[src/rtl/seg_pkg.sv]
// seg_pkg: glyph table, digit count and FSM states shared by the scan capture path.
package seg_pkg;
  localparam int DIGITS = 8;
  // Active-high a..g patterns, index = hex value.
  localparam logic [15:0][6:0] GLYPHS = {
    7'h71, 7'h79, 7'h5E, 7'h39, 7'h7C, 7'h77, 7'h6F, 7'h7F,
    7'h07, 7'h7D, 7'h6D, 7'h66, 7'h4F, 7'h5B, 7'h06, 7'h3F
  };
  typedef enum logic [1:0] {WAIT, SETTLE, HELD} state_t;
endpackage

[src/rtl/seg7_to_hex.sv]
// seg7_to_hex: decodes an active-low seven-segment pattern into a hex nibble and legal flag.
module seg7_to_hex
  import seg_pkg::*;
(
  input  logic [6:0] seg,
  output logic [3:0] nibble,
  output logic       legal
);
  logic [6:0] pat;
  assign pat = ~seg;
  always_comb begin
    nibble = 4'h0;
    legal  = 1'b0;
    for (int i = 0; i < 16; i++)
      if (pat == GLYPHS[i]) begin
        nibble = 4'(i);
        legal  = 1'b1;
      end
  end
endmodule

[src/rtl/seg_scan_capture.sv]
// seg_scan_capture: samples the seg/an scan bus, debounces each digit dwell and publishes the recovered 32-bit word.
module seg_scan_capture
  import seg_pkg::*;
#(
  parameter int STABLE_CYCLES = 2
) (
  input  logic        clk,
  input  logic        rst,
  input  logic [6:0]  seg,
  input  logic [7:0]  an,
  output logic [31:0] value,
  output logic        frame_valid,
  output logic        digit_err,
  output logic [7:0]  frame_count
);
  localparam logic [3:0] STABLE = 4'(STABLE_CYCLES);
  state_t state, nxt;
  logic [14:0] pair_q;
  logic [3:0] cnt, cnt_nxt, nib;
  logic [31:0] shadow, merged;
  logic [7:0] seen, sel;
  logic valid, same, acc, relatch, legal, full;
  seg7_to_hex u_dec (
    .seg    (seg),
    .nibble (nib),
    .legal  (legal)
  );
  assign sel   = ~an;
  assign valid = $onehot(sel);
  assign same  = valid && ({an, seg} == pair_q);
  assign full  = &(seen | sel);
  always_comb begin
    nxt     = state;
    cnt_nxt = cnt;
    relatch = 1'b0;
    acc     = 1'b0;
    case (state)
      WAIT:
        if (valid) begin
          relatch = 1'b1;
          cnt_nxt = 4'd1;
          acc     = (STABLE == 4'd1);
          nxt     = (STABLE == 4'd1) ? HELD : SETTLE;
        end
      SETTLE:
        if (!valid) nxt = WAIT;
        else if (same) begin
          acc     = (cnt + 4'd1 >= STABLE);
          cnt_nxt = acc ? STABLE : cnt + 4'd1;
          nxt     = acc ? HELD : SETTLE;
        end else begin
          relatch = 1'b1;
          cnt_nxt = 4'd1;
        end
      HELD:
        if (!valid) nxt = WAIT;
        else if (!same) begin
          relatch = 1'b1;
          cnt_nxt = 4'd1;
          acc     = (STABLE == 4'd1);
          nxt     = (STABLE == 4'd1) ? HELD : SETTLE;
        end
      default: nxt = WAIT;
    endcase
  end
  // Shadow with the digit being accepted this cycle already merged in.
  always_comb begin
    merged = shadow;
    for (int i = 0; i < DIGITS; i++)
      if (sel[i]) merged[4*i +: 4] = nib;
  end
  always_ff @(posedge clk or negedge rst)
    if (!rst) begin
      state       <= WAIT;
      pair_q      <= '0;
      cnt         <= '0;
      shadow      <= '0;
      seen        <= '0;
      value       <= '0;
      frame_valid <= 1'b0;
      digit_err   <= 1'b0;
      frame_count <= '0;
    end else begin
      state       <= nxt;
      cnt         <= cnt_nxt;
      frame_valid <= acc && legal && full;
      digit_err   <= acc && !legal;
      if (relatch) pair_q <= {an, seg};
      if (acc && legal) begin
        shadow <= merged;
        seen   <= full ? 8'h00 : (seen | sel);
        if (full) begin
          value       <= merged;
          frame_count <= frame_count + 8'd1;
        end
      end
    end
endmodule

[config.mk]
export PLATFORM = sky130hd
export DESIGN_NAME = seg_scan_capture
export DESIGN_NICKNAME = d
export VERILOG_FILES = /design/src/rtl/seg_pkg.sv /design/src/rtl/seg7_to_hex.sv /design/src/rtl/seg_scan_capture.sv
export SDC_FILE = /design/constraint.sdc
export NUM_CORES = 1
export LEC_CHECK = 0
export ABC_AREA = 1
export BUFFER_PORTS_ARGS = -buffer_cell sky130_fd_sc_hd__buf_2
export CAP_MARGIN = 20
export CORE_MARGIN = 2
export CORE_UTILIZATION = 31
export CTS_CLUSTER_SIZE = 24
export DETAILED_ROUTE_END_ITERATION = 12
export PLACE_DENSITY_LB_ADDON = 0.25
export SLEW_MARGIN = 20
export SYNTH_ARGS = -nofsm -noshare
export SYNTH_HDL_FRONTEND = slang
export SYNTH_SLANG_ARGS = --single-unit
[constraint.sdc]
create_clock -name clk -period 2.5 [get_ports clk]
set_input_delay 0.625 -clock clk [delete_from_list [all_inputs] [get_ports clk]]
set_output_delay 0.625 -clock clk [all_outputs]
set_load 0.005 [all_outputs]
== After elaboration in Yosys (flattened, before gate mapping) ==
Cells that the tools add are included.

* Output and inout bits: 42
* Flip-flop bits (word level): 103

* $add $sub $neg: 9
* $lt $le $gt $ge: 1
* Muxes and demuxes: 61
* Reduce and logical (&&, ||, !) cells: 12
* Bitwise logic cells: 3
* Equality and inequality tests: 26

{| class="wikitable"
|+ Operators with widths
! operator !! count
|-
| two-way mux 4 bit || 22
|-
| equality test 7 bit (second input constant) || 12
|-
| two-way mux 1 bit || 23
|-
| two-way mux 2 bit || 8
|-
| equality test 15 bit || 1
|-
| equality test 7 x 3 -> 1 bit (second input constant) || 2
|-
| equality test 7 x 6 -> 1 bit (second input constant) || 2
|-
| two-way mux 3 bit || 4
|-
| one-hot mux 4 bit (3 select lines) || 1
|-
| AND reduction 9 bit || 1
|-
| adder 1 x 1 -> 2 bit || 4
|-
| adder 8 x 1 -> 8 bit (second input constant) || 1
|-
| two-way mux 8 bit || 1
|-
| inequality test 2 bit (second input constant) || 4
|-
| NOT 8 bit || 1
|-
| bitwise OR 8 bit || 1
|-
| AND reduction 8 bit || 1
|-
| NOT 7 bit || 1
|-
| adder 2 x 2 -> 3 bit || 2
|-
| inequality test 3 bit (second input constant) || 2
|-
| one-hot mux 2 bit (3 select lines) || 1
|-
| AND reduction 5 bit || 1
|-
| adder 3 x 3 -> 4 bit || 1
|-
| adder 4 x 1 -> 4 bit (second input constant) || 1
|-
| 11 further kinds || 14
|}

== Longest topological paths before layout ==
* Word-level depth: 20
* Mapped depth: 19
* Mapped depth without buffers: 18

== Cells and area by module ==
Synthesis repeated with hierarchy kept, for this count alone.

* Cell total of the unflattened synthesis: 631
* Area total of the unflattened synthesis: 5427.7 µm²

{| class="wikitable"
|+ Modules (own cells, without submodules)
! module !! cells an instance !! area each (µm²) !! sequential area each (µm²) !! instances
|-
| seg_scan_capture || 574 || 5148.7 || 2577.5 || 1
|-
| seg7_to_hex || 57 || 279.0 || 0.0 || 1
|}

== Least setup slack after synthesis ==
Ideal clock, no wire load.

* Path kind: input-to-reg
* From: input an[0]
* To: register value[26]
* Library setup time: 126 ps
* Slack: -1491 ps
* Stages: 17
* Path buffers: 1
* Arrival time: 3865 ps
* Path through: fa_1 inv_1 fa_1 fa_1 ha_1 inv_1 fa_1 nand2_1 nor2_1 nand2_1 nor2_1 nand4_1 nor2_2 nand2_4 buf_4 nand2_1 o21ai_1

* Cells in the longest elaborated chain, start to end: 11
* Elaborated cells on any way between the ends: 13
* Classes of those cells: 3 x add/sub; 2 x eq/ne; 3 x mux; 2 x bitwise; 3 x reduce/logical

{| class="wikitable"
|+ Ends and longest elaborated chain
! element !! RTL line !! source
|-
| start, declared || seg_scan_capture.sv:10 || <nowiki>input logic [7:0] an,</nowiki>
|-
| NOT 8 bit || seg_scan_capture.sv:28 || <nowiki>assign sel = ~an;</nowiki>
|-
| adder 1 x 1 -> 2 bit (not written as such) || seg_scan_capture.sv:29 || <nowiki>assign valid = $onehot(sel);</nowiki>
|-
| adder 2 x 2 -> 3 bit (not written as such) || seg_scan_capture.sv:29 ||
|-
| adder 3 x 3 -> 4 bit (not written as such) || seg_scan_capture.sv:29 ||
|-
| equality test 4 x 1 -> 1 bit || seg_scan_capture.sv:29 ||
|-
| logical AND 1 bit || seg_scan_capture.sv:30 || <nowiki>assign same = valid && ({an, seg} == pair_q);</nowiki>
|-
| two-way mux 1 bit || seg_scan_capture.sv:47 || <nowiki>else if (same) begin</nowiki>
|-
| two-way mux 1 bit || seg_scan_capture.sv:46 || <nowiki>if (!valid) nxt = WAIT;</nowiki>
|-
| two-way mux 1 bit || -- ||
|-
| logical AND 1 bit || seg_scan_capture.sv:89 || <nowiki>if (acc && legal) begin</nowiki>
|-
| AND reduction 9 bit (no line) (*) || -- ||
|-
| end signal, assigned || seg_scan_capture.sv:93 || <nowiki>value <= merged;</nowiki>
|-
| end, declared || seg_scan_capture.sv:11 || <nowiki>output logic [31:0] value,</nowiki>
|}

Every way passes the cells marked *; elsewhere a longest branch is shown, timed or not.
A chain may end at the register's enable or synchronous reset.

== Final worst setup path ==
* From: input an[0]
* To: register seen[1]

* Cells in the longest elaborated chain, start to end: 10
* Elaborated cells on any way between the ends: 14
* Classes of those cells: 3 x add/sub; 2 x eq/ne; 4 x mux; 2 x bitwise; 3 x reduce/logical

{| class="wikitable"
|+ Ends and longest elaborated chain
! element !! RTL line !! source
|-
| NOT 8 bit || seg_scan_capture.sv:28 ||
|-
| adder 1 x 1 -> 2 bit (not written as such) || seg_scan_capture.sv:29 ||
|-
| adder 2 x 2 -> 3 bit (not written as such) || seg_scan_capture.sv:29 ||
|-
| adder 3 x 3 -> 4 bit (not written as such) || seg_scan_capture.sv:29 ||
|-
| equality test 4 x 1 -> 1 bit || seg_scan_capture.sv:29 ||
|-
| logical AND 1 bit || seg_scan_capture.sv:30 ||
|-
| two-way mux 1 bit || seg_scan_capture.sv:47 ||
|-
| two-way mux 1 bit || seg_scan_capture.sv:46 ||
|-
| two-way mux 1 bit || -- ||
|-
| logical AND 1 bit || seg_scan_capture.sv:89 ||
|-
| end signal, assigned || seg_scan_capture.sv:91 || <nowiki>seen <= full ? 8'h00 : (seen | sel);</nowiki>
|-
| end, declared || seg_scan_capture.sv:21 || <nowiki>logic [7:0] seen, sel;</nowiki>
|}

Parallel ways exist; a longest one is shown, timed or not.

==> results.md <==
* DP HPWL at 10400 um
* Post-synth ARST share at 1.00
* GRT Total Usage at 0.161
* GRT busiest layer: met2
* Max Root-Sink Buffers at 2
* Gate Count Post-Synth at 735
* Final period util at 1.55
* Met3 Use GR at 0.0383
* Reg2Reg Depth at 11
* Worst reg2reg path startpoint: cnt[0]
* First-pass GRT wire length at 24900 um
* Worst endpoint required time at between 2000 and 3000 ps
* LEAKAGE at between 3 and 4 nW
* Setup TNS Final at -129050 ps
* DIE AREA at 19200 sq um
* Setup Viol. Count Final at 103
* Most Frequent Cell on Critical Path: fa_1
* Max-Cap Viols at 0
* Met2 Resource Use GR at 0.249
* DP Worst Slack at -1750 ps
* Clk_skew at slightly above 10 ps
* Fraction of final layout cells sized beyond drive strength 1 at 0.261
* CP endpoint kind: flop
* Syn Area/Cell at approximately 7.7 sq um
* Routed WL at 15300 um
* Fin nets at 866
* Starting density of the core at 0.314
* Post-DRT Antenna Nets at 0
* Post-synth EDFFs at 0
* Seq/Total Area, Yosys at 0.458
* Drc violations at 0
* Worst-path fanout max at 5
* Min Clock Period, post-route at 3880 ps
* Clock transition at path regs at 70 ps
* Power per cell area at 627 nW/um^2
* Run status: complete, but fails checks
* Unrepaired setup endpoints after global routing: true
* Largest net degree at the start of global routing at ~100
* Synth cell types at 31
* CTS sink cnt at around 100
* CTS tree: done
* Drt first pass iters at 5
* Slew margin rel. at 0.586
* Synth warn at 0
* Post-Syn Area at 5630 sq um
* N_diodes at 0
* Failing checks: setup timing
* Number of CTS-inserted buffers at 9
* Drt initial violations at approximately 370
* Final Hold Fails at 0
* FF-to-FF setup slack at roughly 430 ps
* Core footprint at ~18000 sq um
* Worst hold path class: in -> async
* GPL Wtd Cong at 0.884
* GRT Residual Overflow at 0
* Worst slew pin tran at 620 ps
* Crit path DAT at 4170 ps
* Total power at 4.50 mW
* Syn nets at 766
* Initial antenna violation count at 0
* Layout area overhead at 27.7%
* Worst setup SP type: input pin
* CP max stage cell: fa_1
* Peak supply drop at 0.000333 V
* End of the worst register-to-register path: frame_count[0]
* Synthesized flop and latch total at 103
* Worst setup path category: in -> reg
* CTS Root Cell: clkbuf_16
* CTS HTree Levels at 3
* Worst-Skew Late Latency at 360 ps
* Row Count at 49
* Synth Flop Type: dfrtp_1
* DR WL/cell at 14.3 um
* Die width at ~140 um
* Cell chain of the critical path: buf_8 -> fa_1 -> inv_1 -> fa_1 -> fa_1 -> ha_2 -> inv_2 -> fa_1 -> nand2_1 -> nor2_2 -> nand2_2 -> nor2_2 -> nand4_1 -> nor2_4 -> buf_12 -> buf_4 -> nand2_1 -> a21oi_1
* Die Y at 139 um
* Maximum clock rate at about 0.26 GHz
* M1 GR Usage at 0.230
* Via count at 4931
* Worst setup margin at -1380 ps
* Buffers on Ports at 58
* Vias in the first global route at 4718
* Pins Over Slew Limit at 0
* Largest stage delay on the critical path at 530 ps
* Core Util, Final at 0.401
* DR vias/cell at 4.62
* CP Buf/Inv Count at 5
* Largest delay share family, worst path: adder cells
* I/O pin cnt at 59
Yosys cell counts (8+ instances only):
cell type / n / share of area
nor2_2: 13 / 0.014
ha_1: 10 / 0.022
o21ai_1: 29 / 0.026
nand4_1: 16 / 0.018
nor2_4: 8 / 0.016
o21ai_0: 65 / 0.058
nor2_1: 49 / 0.033
dfrtp_1: 103 / 0.46
clkbuf_1: 9 / 0.0060
inv_2: 11 / 0.0073
a21oi_1: 12 / 0.011
nand3_1: 30 / 0.027
nand2_1: 263 / 0.18
inv_1: 69 / 0.046
routing by layer:
metal,vias to the layer above,part of all wire
met5,-,0
met4,0,0.013
met3,9,0.039
met2,81,0.45
met1,2300,0.50
li1,2541,-
layout by cell type, fill, tap and decap left out, types with 7 or more instances in the layout:
master     count
dfrtp_1      103
inv_1         64
a21oi_1       12
nand2_1      237
nor2_2        12
clkbuf_16     13
buf_4         37
o21ai_1       39
inv_2         14
o21ai_0       50
nand2_2       23
buf_6          7
nor2_4        16
buf_2         56
nand2_4        9
ha_1           9
nor2_1        42
nand4_1       16
nand3_1       28
cells by family after synthesis:
family,share of synthesized area
AOI/OAI and AO/OA,0.0990
xor gates and xnor gates,0.0125
adders and majority gates,0.0365
buffers and inverters,0.0770
DFF,0.458
and+or+nand+nor,0.317
final cells by class:
type | count | area (sq um)
Clock buffer | 9 | 225
Clock inverter | 6 | 78.8
Fill cell | 1876 | 10700
Inverter | 80 | 305
Multi-Input combinational cell | 531 | 2860
Sequential cell | 103 | 2580
Tap cell | 229 | 287
Timing Repair Buffer | 110 | 852
sequential cells by signal (all words and copies together) (netlist names):
| name | cells |
|---|---|
| digit_err | 1 |
| cnt | 4 |
| pair_q | 15 |
| state | 2 |
| seen | 8 |
| frame_count | 8 |
| value | 32 |
| shadow | 32 |
| frame_valid | 1 |
timing repair:
action / 4_1_cts / 5_1_grt
cloned: 1 / 7
setup buffers: 2 / 3
resized for setup: 30 / 59
pin swaps: 9 / 9
hold buffers: 0 / 0
endpoints found under the setup margin: 103 / 103
worst max path at each step:
stage / from / endpoint / slack (ps) / cells past startpoint
2_1_floorplan: an[0] / value[26] / -1430 / 17
3_3_place_gp: an[0] / shadow[1] / -1720 / 18
3_5_place_dp: an[0] / shadow[1] / -1750 / 18
4_1_cts: an[0] / value[29] / -1310 / 19
5_1_grt: an[0] / seen[6] / -1540 / 18
6_report: an[0] / seen[1] / -1380 / 18
power by group:
| group | internal (mW) | total, mW | switching, mW |
|---|---|---|---|
| Combinational | 0.442 | 1.13 | 0.690 |
| Clock | 0.791 | 1.47 | 0.676 |
| Sequential | 1.80 | 1.90 | 0.103 |
| Total | 3.03 | 4.50 | 1.47 |
per-stage QoR:
stage	std cells	hold WS [ps]	cell area, sq um
after CTS	1058	357	6860
after global placement	1040	460	6440
final	1068	299	7190
after detailed placement	1040	461	6440
after global routing	1068	369	7190
after floorplan	735	329	5680
Note: power is estimated with default switching activity, not from simulation.
